===== src/rtl/mandelbrot_pixel_out.sv =====
// +----------------------------------------------------------------------------+
// | mandelbrot_pixel_out: launches one engine computation at a time, tags each |
// | result with frame position and queues it in a small output FIFO.           |
// | Revision: 1.0                                                              |
// +----------------------------------------------------------------------------+
`default_nettype none

module mandelbrot_pixel_out #(
  parameter int WIDTH  = 320,
  parameter int HEIGHT = 240,
  parameter int DEPTH  = 8
) (
  input  logic                       clk,
  input  logic                       rst_n,
  input  logic                       enable,
  input  logic                       engine_running,
  input  logic [3:0]                 engine_ctr,
  output logic                       engine_run,
  output logic                       pix_valid,
  input  logic                       pix_ready,
  output logic [3:0]                 pix_data,
  output logic                       pix_sof,
  output logic                       pix_eol,
  output logic [$clog2(DEPTH+1)-1:0] fifo_level
);

  localparam int LW = $clog2(DEPTH + 1);
  localparam int PW = $clog2(DEPTH);
  localparam int XW = (WIDTH > 1) ? $clog2(WIDTH) : 1;
  localparam int YW = (HEIGHT > 1) ? $clog2(HEIGHT) : 1;

  localparam logic [LW-1:0] c_DEPTH   = LW'(DEPTH);
  localparam logic [XW-1:0] c_PX_LAST = XW'(WIDTH - 1);
  localparam logic [YW-1:0] c_PY_LAST = YW'(HEIGHT - 1);

  localparam logic [1:0] c_IDLE       = 2'd0;
  localparam logic [1:0] c_LAUNCH     = 2'd1;
  localparam logic [1:0] c_WAIT_START = 2'd2;
  localparam logic [1:0] c_WAIT_DONE  = 2'd3;

  logic [1:0]    state_q, state_d;
  logic [XW-1:0] px_q, px_d;
  logic [YW-1:0] py_q, py_d;
  logic [PW-1:0] wr_ptr_q, rd_ptr_q;
  logic [LW-1:0] level_q, level_d;
  logic [5:0]    mem_q [DEPTH];

  logic       w_launch;
  logic       w_push;
  logic       w_pop;
  logic       w_sof;
  logic       w_eol;
  logic [5:0] w_head;

  always_comb begin
    state_d  = state_q;
    w_launch = 1'b0;
    w_push   = 1'b0;
    case (state_q)
      c_IDLE: begin
        if (enable) state_d = c_LAUNCH;
      end
      c_LAUNCH: begin
        if ((level_q != c_DEPTH) && !engine_running) begin
          w_launch = 1'b1;
          state_d  = c_WAIT_START;
        end else if (!enable) begin
          state_d = c_IDLE;
        end
      end
      c_WAIT_START: begin
        if (engine_running) state_d = c_WAIT_DONE;
      end
      c_WAIT_DONE: begin
        // Capture regardless of enable so an in-flight pixel is never lost.
        if (!engine_running) begin
          w_push  = 1'b1;
          state_d = enable ? c_LAUNCH : c_IDLE;
        end
      end
      default: state_d = c_IDLE;
    endcase
  end

  assign engine_run = w_launch & rst_n;
  assign w_pop      = (level_q != '0) & pix_ready;
  assign w_sof      = (px_q == '0) && (py_q == '0);
  assign w_eol      = (px_q == c_PX_LAST);

  always_comb begin
    px_d = px_q;
    py_d = py_q;
    if (w_push) begin
      if (px_q == c_PX_LAST) begin
        px_d = '0;
        py_d = (py_q == c_PY_LAST) ? '0 : py_q + YW'(1);
      end else begin
        px_d = px_q + XW'(1);
      end
    end
  end

  always_comb begin
    level_d = level_q;
    case ({w_push, w_pop})
      2'b10:   level_d = level_q + LW'(1);
      2'b01:   level_d = level_q - LW'(1);
      default: level_d = level_q;
    endcase
  end

  always_ff @(posedge clk) begin
    if (!rst_n) begin
      state_q  <= c_IDLE;
      px_q     <= '0;
      py_q     <= '0;
      wr_ptr_q <= '0;
      rd_ptr_q <= '0;
      level_q  <= '0;
    end else begin
      state_q <= state_d;
      px_q    <= px_d;
      py_q    <= py_d;
      level_q <= level_d;
      if (w_push) wr_ptr_q <= wr_ptr_q + PW'(1);
      if (w_pop)  rd_ptr_q <= rd_ptr_q + PW'(1);
    end
  end

  // Storage is left unreset; the output mux hides stale entries.
  always_ff @(posedge clk) begin
    if (w_push) mem_q[wr_ptr_q] <= {w_sof, w_eol, engine_ctr};
  end

  assign w_head     = mem_q[rd_ptr_q];
  assign pix_valid  = (level_q != '0);
  assign pix_data   = pix_valid ? w_head[3:0] : 4'd0;
  assign pix_eol    = pix_valid & w_head[4];
  assign pix_sof    = pix_valid & w_head[5];
  assign fifo_level = level_q;

endmodule

`default_nettype wire

===== config.mk =====
export PLATFORM = sky130hd
export DESIGN_NAME = mandelbrot_pixel_out
export DESIGN_NICKNAME = d
export VERILOG_FILES = /design/src/rtl/mandelbrot_pixel_out.sv
export SDC_FILE = /design/constraint.sdc
export NUM_CORES = 1
export LEC_CHECK = 0
export ABC_AREA = 1
export CORE_MARGIN = 2
export CORE_UTILIZATION = 64
export CTS_CLUSTER_DIAMETER = 100
export DETAILED_ROUTE_END_ITERATION = 6
export GPL_TIMING_DRIVEN = 0
export HOLD_SLACK_MARGIN = 0.02
export PLACE_DENSITY = 0.91
export RECOVER_POWER = 50
export SLEW_MARGIN = 20
export SYNTH_ARGS = -nofsm -noshare
export SYNTH_HDL_FRONTEND = slang
export SYNTH_SLANG_ARGS = --single-unit

===== constraint.sdc =====
create_clock -name clk -period 3.45 [get_ports clk]
set_input_delay 0.69 -clock clk [delete_from_list [all_inputs] [get_ports clk]]
set_output_delay 0.69 -clock clk [all_outputs]
set_load 0.03 [all_outputs]

==> results.py, run 1 <==
metrics = {
    "route": {
        "vias": 3036,
        "first_pass_iters": 7,
        "avgRoutedWirePerCell_um": 16.56,
        "viasPerCell": 5.872,
        "wl_met2_mm": 4.466,
        "wl_met1_mm": 3.452,
        "wl_mm": 8.563,
        "wl_met3_um": 457,
        "route.detailed.drc": 5,
        "top_layer": "met4",
        "drt-initial-drc-count": 329,
        "postRouteAntennaNets": 0,
    },
    "cells_and_area": {
        "multi_input_area_sq_um": 1344,
        "n_antenna_cell": 0,
        "drive_above_1_share": 0.05843,
        "syn_to_final_growth_pct": 13.07,
        "nFillCells": 370,
        "nets": 458,
        "regArea_sq_um": 2082,
    },
    "place": {
        "gp_congestion": 0.8537,
        "io_buffers": 20,
        "dpl.hpwl_mm": 5.846,
    },
    "floorplan": {
        "num_io_pins": 21,
        "die_w_um": 79.98,
        "die_y_um": 79.98,
        "fp-row-count": 27,
        "dieArea_sq_um": 6397,
        "initial_core_util": 0.6669,
        "coreArea_sq_um": 5540,
    },
    "yosys": {
        "syn_inst": 409,
        "yosysWarnings": 0,
        "synth-seq-cells": 80,
        "yosysSeqAreaShare": 0.5635,
        "syn_avg_cell_area_sq_um": 9.034,
        "syn-cell-area_sq_um": 3695,
        "synth.net_count": 427,
        "ys_types": 28,
    },
    "critical_path": {
        "regToRegStartpoint": "fifo_level[1]",
        "worstReg2RegEnd": "fifo_level[2]",
        "cp-endpoint": "engine_run",
        "reg2reg_slack_ns": 0.98,
        "end_kind": "output pin",
        "startpoint": "rst_n",
        "crit_fanout": 10,
        "cp.arrival_ns": 2.54,
        "cp-start-kind": "input pin",
        "rr_worst_depth": 12,
        "worstSetupPathType": "input pin to output pin",
        "cp.required_ns": 2.76,
    },
    "clock_tree": {
        "cts_hold_buf": 0,
        "root_buffer": "clkbuf_8",
        "clk_path_buf_depth": 2,
        "clkTransAtPathRegs_ns": 0.08,
        "cts_setup_buffers": 0,
        "clock_latency_ns": 0.35,
        "cts.sinks": 80,
        "cts.repair.resized": 0,
        "cts_tree": "yes",
        "cts_inserted_buffers": 9,
        "cts_max_level": 3,
    },
    "global_routing": {
        "antenna_found_initial": 0,
        "grt_usage": 0.2793,
        "grt_pass1_wl_mm": 13.40,
        "grt_pass1_vias": 2833,
        "grt_start_max_net_pins": 14,
        "globalRoute.totalOverflow": 0,
    },
    "timing": {
        "tightest_slew_ns": 1.259,
        "fin_crit_sh": 0.9362,
        "slew_violations": 0,
        "setup_viol": 0,
        "rsz0062_at_grt": "no",
        "fin_skew_ns": 0.008994,
        "slew_headroom": 0.1531,
        "clock.fmax_mhz": 309.6,
        "setup_tns_ns": 0,
        "hold_viol_final": 0,
        "finalCriticalPeriod_ns": 3.230,
    },
    "power_and_ir_drop": {
        "powerDensity_nw_per_um2": 695.1,
        "vdd_ir_drop_max_mv": 0.4563,
        "p_leak_uw": 0.001607,
        "p_total_uw": 2904,
    },
    "outcome": {
        "violations": "design-rule violations",
        "status": "finished with violations",
    },
    "worst_hold_path": {
        "hold_class": "flop to flop",
    },
    "run": {
        "maxCapViolations": 0,
    },
}
## registers in the layout, summed over array words and instances, names as in the netlist, named ones only
name and cells:
mem_q 48, fifo_level 4, rd_ptr_q 3, px_q 9, py_q 8, state_q 1, wr_ptr_q 3
## cells in the final DEF, fill, tap and decap left out, types with 7 or more instances in the layout
master | Yosys | layout
nor2_1 | 79 | 81
nand2_1 | 63 | 65
edfxtp_1 | 48 | 48
inv_1 | 42 | 43
o21ai_0 | 37 | 37
dfxtp_1 | 32 | 32
nand3_1 | 20 | 22
a21oi_1 | 21 | 21
clkdlybuf4s50_1 | 0 | 14
clkbuf_8 | 0 | 13
xor2_1 | 11 | 11
ha_1 | 9 | 9
o22ai_1 | 7 | 7
## worst max-delay path, cell delays in order
cell	delay, ns
dlygate4sd3_1	0.61
inv_1	0.13
clkbuf_1	0.40
nor2_1	0.10
clkdlybuf4s50_1	0.61
## cell type report
class / count / area share
tap: 72 / 0.02156
clock buffer: 15 / 0.04972
sequential: 80 / 0.4984
buffer: 13 / 0.01497
timing repair buffer: 20 / 0.04792
multi-input combinational: 273 / 0.3217
clock inverter: 1 / 0.007188
inverter: 43 / 0.03863
## routing by layer
| metal | global-route usage | vias up |
|---|---|---|
| li1 | - | 1428 |
| met1 | 0.3331 | 1439 |
| met2 | 0.5017 | 145 |
| met3 | 0.04186 | 24 |
| met4 | 0.1136 | 0 |
| met5 | 0 | - |
## cell families (layout without fill, tap and decap cells)
| logic type | Yosys count | in the layout | synth area share |
|---|---|---|---|
| xor gates and xnor gates | 11 | 11 | 0.02607 |
| DFF | 80 | 80 | 0.5635 |
| AOI/OAI and AO/OA | 71 | 71 | 0.1026 |
| and+or+nand+nor | 182 | 182 | 0.2147 |
| buffers and inverters | 56 | 92 | 0.06265 |
| adders and majority gates | 9 | 9 | 0.03048 |
## report_power, final
part / total, uW / switching [uW] / internal (uW)
sequential: 1090 / 40.3 / 1050
clock: 782 / 323 / 458
combinational: 1030 / 679 / 349
total: 2900 / 1040 / 1860
## synth_stat cells (all sizes together)
cell type	count	area share
xor2	11	0.026
o22ai	7	0.012
dfxtp	32	0.17
clkbuf	5	0.0058
inv	43	0.044
o211ai	6	0.012
ha	9	0.030
nor3b	2	0.0068
nor4	1	0.0017
nor2	82	0.088
edfxtp	48	0.39
buf	8	0.013
nor3	3	0.0041
nand2	65	0.067
nand3	22	0.035
o21ai	37	0.050
a21oi	21	0.028
nand3b	1	0.0020
nand4	6	0.010
## worst min path at each step
| stage | from | end | slack [ns] | cells past startpoint |
|---|---|---|---|---|
| finish | px_q[0] | px_q[0] | 0.49 | 2 |
| global route | px_q[0] | px_q[0] | 0.50 | 2 |
| CTS | px_q[0] | px_q[0] | 0.49 | 2 |
| detailed placement | px_q[0] | px_q[0] | 0.48 | 2 |
| global placement | wr_ptr_q[0] | wr_ptr_q[0] | 0.47 | 2 |
| floorplan | px_q[0] | px_q[0] | 0.46 | 2 |
## through the flow
| stage | instances | hold WS [ns] | setup slack, ns | instance area (sq um) | util |
|---|---|---|---|---|---|
| floorplan | 409 | 0.4583 | 1.222 | 3695 | - |
| global placement | 501 | 0.4730 | 0.3263 | 3985 | 0.7193 |
| detailed placement | 501 | 0.4760 | 0.3016 | 3985 | 0.7193 |
| CTS | 517 | 0.4896 | 0.2662 | 4223 | 0.7622 |
| global route | 517 | 0.5038 | 0.1497 | 4178 | 0.7541 |
| finish | 517 | 0.4886 | 0.2202 | 4178 | 0.7541 |
(Power assumes the default switching activity.)
==> run 2: changes to the inputs <==
--- a/config.mk
+++ b/config.mk
@@ -8,12 +8,12 @@
 export ABC_AREA = 1
 export CORE_MARGIN = 2
 export CORE_UTILIZATION = 64
-export CTS_CLUSTER_DIAMETER = 100
 export DETAILED_ROUTE_END_ITERATION = 6
 export GPL_TIMING_DRIVEN = 0
 export HOLD_SLACK_MARGIN = 0.02
 export PLACE_DENSITY = 0.91
 export RECOVER_POWER = 50
+export REMOVE_ABC_BUFFERS = 1
 export SLEW_MARGIN = 20
 export SYNTH_ARGS = -nofsm -noshare
 export SYNTH_HDL_FRONTEND = slang
==> run 2 against run 1 <==
  * Fmax down 1.7%
  * Worst hold slack better by 0.0031 ns
  * Sequential power up 6%
  * Register-to-register slack worse by 0.11 ns
  * Highest routed layer unchanged
  * Wire length down 9.8%
  * Flip-flop and latch count unchanged
  * Critical path type is now flop to output pin
  * Clock-buffer cell count down 3
  * Non-clock buffer count down 13
  * Final cell count down 2.3%
  * Global-route usage down 2.0 points
  * The run now ends clean
==> results.py, run 2 (synthesis gave the netlist of run 1 again) <==
metrics = {
    "cells_and_area": {
        "n_antenna_cell": 0,
        "top_regs": "mem_q (48), px_q (9), py_q (8)",
        "drive_above_1_share": 0.04850,
        "layout_common_cells": "nor2_1, nand2_1, edfxtp_1, inv_1, o21ai_0",
        "largest-register": "mem_q",
        "final_common_cell": "nor2_1",
        "nets": 446,
        "largest_register_ff_count": 48,
        "fin_cells": 505,
        "syn_to_final_growth_pct": 10.80,
    },
    "route": {
        "vias": 2866,
        "postRouteAntennaNets": 0,
        "viasPerCell": 5.675,
        "first_pass_iters": 5,
        "wl_mm": 7.727,
        "drt-initial-drc-count": 226,
        "route.detailed.drc": 0,
        "avgRoutedWirePerCell_um": 15.30,
    },
    "timing": {
        "rsz0062_at_grt": "no",
        "slew_headroom": 0.3135,
        "finalCriticalPeriod_ns": 3.285,
        "clock.fmax_mhz": 304.4,
        "slew_violations": 0,
        "fin_ws_ns": 0.1650,
        "hold_viol_final": 0,
        "fin_crit_sh": 0.9522,
        "setup_viol": 0,
        "tightest_slew_ns": 1.020,
        "setup_tns_ns": 0,
        "fin_skew_ns": 0.006241,
    },
    "critical_path": {
        "cp.arrival_ns": 2.59,
        "cp.required_ns": 2.76,
        "critical_path.max_stage_delay_ns": 0.67,
        "path_delay_family": "buffers and inverters",
        "crit_fanout": 26,
        "critical_path_buf_inv_count": 2,
        "end_kind": "output pin",
        "cp-start-kind": "flop",
        "crit_slowest_cell": "dfxtp_2",
        "worstSetupPathType": "flop to output pin",
        "path_cells": "clkinvlp_4 -> o21ai_0 -> o211ai_1 -> nand2_1 -> nor2_1 -> clkdlybuf4s50_1",
    },
    "power_and_ir_drop": {
        "powerDensity_nw_per_um2": 675.5,
        "p_total_uw": 2766,
        "vdd_ir_drop_max_mv": 0.4001,
        "p_leak_uw": 0.001536,
    },
    "place": {
        "io_buffers": 20,
        "dp_cells": 488,
        "pre_cts_ws_ns": 0.08664,
        "dpl.hpwl_mm": 5.010,
        "gp_congestion": 0.8544,
    },
    "global_routing": {
        "globalRoute.totalOverflow": 0,
        "grt_usage": 0.2590,
        "antenna_found_initial": 0,
        "grt_pass1_vias": 2724,
        "grt_start_max_net_pins": 26,
        "grt_pass1_wl_mm": 12.23,
    },
    "worst_hold_path": {
        "hold_class": "flop to flop",
    },
    "run": {
        "maxCapViolations": 0,
    },
    "clock_tree": {
        "root_buffer": "clkbuf_8",
        "cts_inserted_buffers": 9,
        "cts_max_level": 3,
        "cts_setup_buffers": 0,
        "clk_path_buf_depth": 2,
        "cts.sinks": 80,
        "clkTransAtPathRegs_ns": 0.08,
        "cts_tree": "yes",
        "clock_latency_ns": 0.36,
    },
    "floorplan": {
        "dieArea_sq_um": 6397,
        "die_y_um": 79.98,
        "die_w_um": 79.98,
        "fp-row-count": 27,
        "coreArea_sq_um": 5540,
        "initial_core_util": 0.6669,
        "num_io_pins": 21,
    },
    "outcome": {
        "status": "complete, no violations",
    },
}
-- run 2: changes by cell type in the layout (fill, tap and decap cells not counted), moves of 2 or more --
cell,change
clkbuf_1,-3
clkbuf_8,-4
clkbuf_2,-2
clkinvlp_4,+4
inv_1,-2
buf_2,-6
-- run 2: report_power, final --
part	leakage (uW)	internal [uW]	switching [uW]
registers	0.000691	1050	100
clock network	0.0000995	353	349
logic	0.000745	327	582
total	0.00154	1730	1030
-- run 2: per-stage QoR --
| stage | util | area, sq um | hold WS (ns) |
|---|---|---|---|
| 2_1_floorplan | - | 3625 | 0.4583 |
| 3_3_place_gp | 0.7066 | 3915 | 0.4681 |
| 3_5_place_dp | 0.7066 | 3915 | 0.4764 |
| 4_1_cts | 0.7448 | 4126 | 0.4935 |
| 5_1_grt | 0.7389 | 4094 | 0.5203 |
| 6_report | 0.7389 | 4094 | 0.4918 |
-- run 2: worst min-delay path, stage by stage, from the launching register on --
cell and delay (ns):
dfxtp_1 0.33, nand2_1 0.07, a21oi_1 0.05
-- run 2: timing repair --
action / in CTS / in global routing
gates cloned: 0 / 1
hold buffers: 0 / 0
setup endpoints to repair: 6 / 3
resized for setup: 1 / 3
-- run 2: path summary, 6_finish.rpt --
check                                 start            end  slack (ns)  cells after the start
worst min-delay path            wr_ptr_q[0]    wr_ptr_q[0]        0.49                      2
worst max-delay path                   flop        pix_sof        0.17                      6
worst min register to register  wr_ptr_q[0]    wr_ptr_q[0]        0.49                      2
worst max register to register   state_q[0]  fifo_level[2]        0.87                      9
-- run 2: cell type report --
| cell class | count | area (sq um) |
|---|---|---|
| fill | 387 | 1446 |
| tap | 72 | 90.09 |
| timing repair inverter | 1 | 7.507 |
| clock inverter | 4 | 32.53 |
| sequential | 80 | 2083 |
| timing repair buffer | 20 | 193.9 |
| inverter | 43 | 165.2 |
| multi-input combinational | 273 | 1344 |
| clock buffer | 12 | 177.7 |
-- run 2: layer usage --
layer	vias up	routed length (um)	GRT usage
li1	1401	-	-
met1	1320	3072	0.2932
met2	116	3912	0.4567
met3	29	480	0.04638
met4	0	262	0.1475
met5	-	0	0
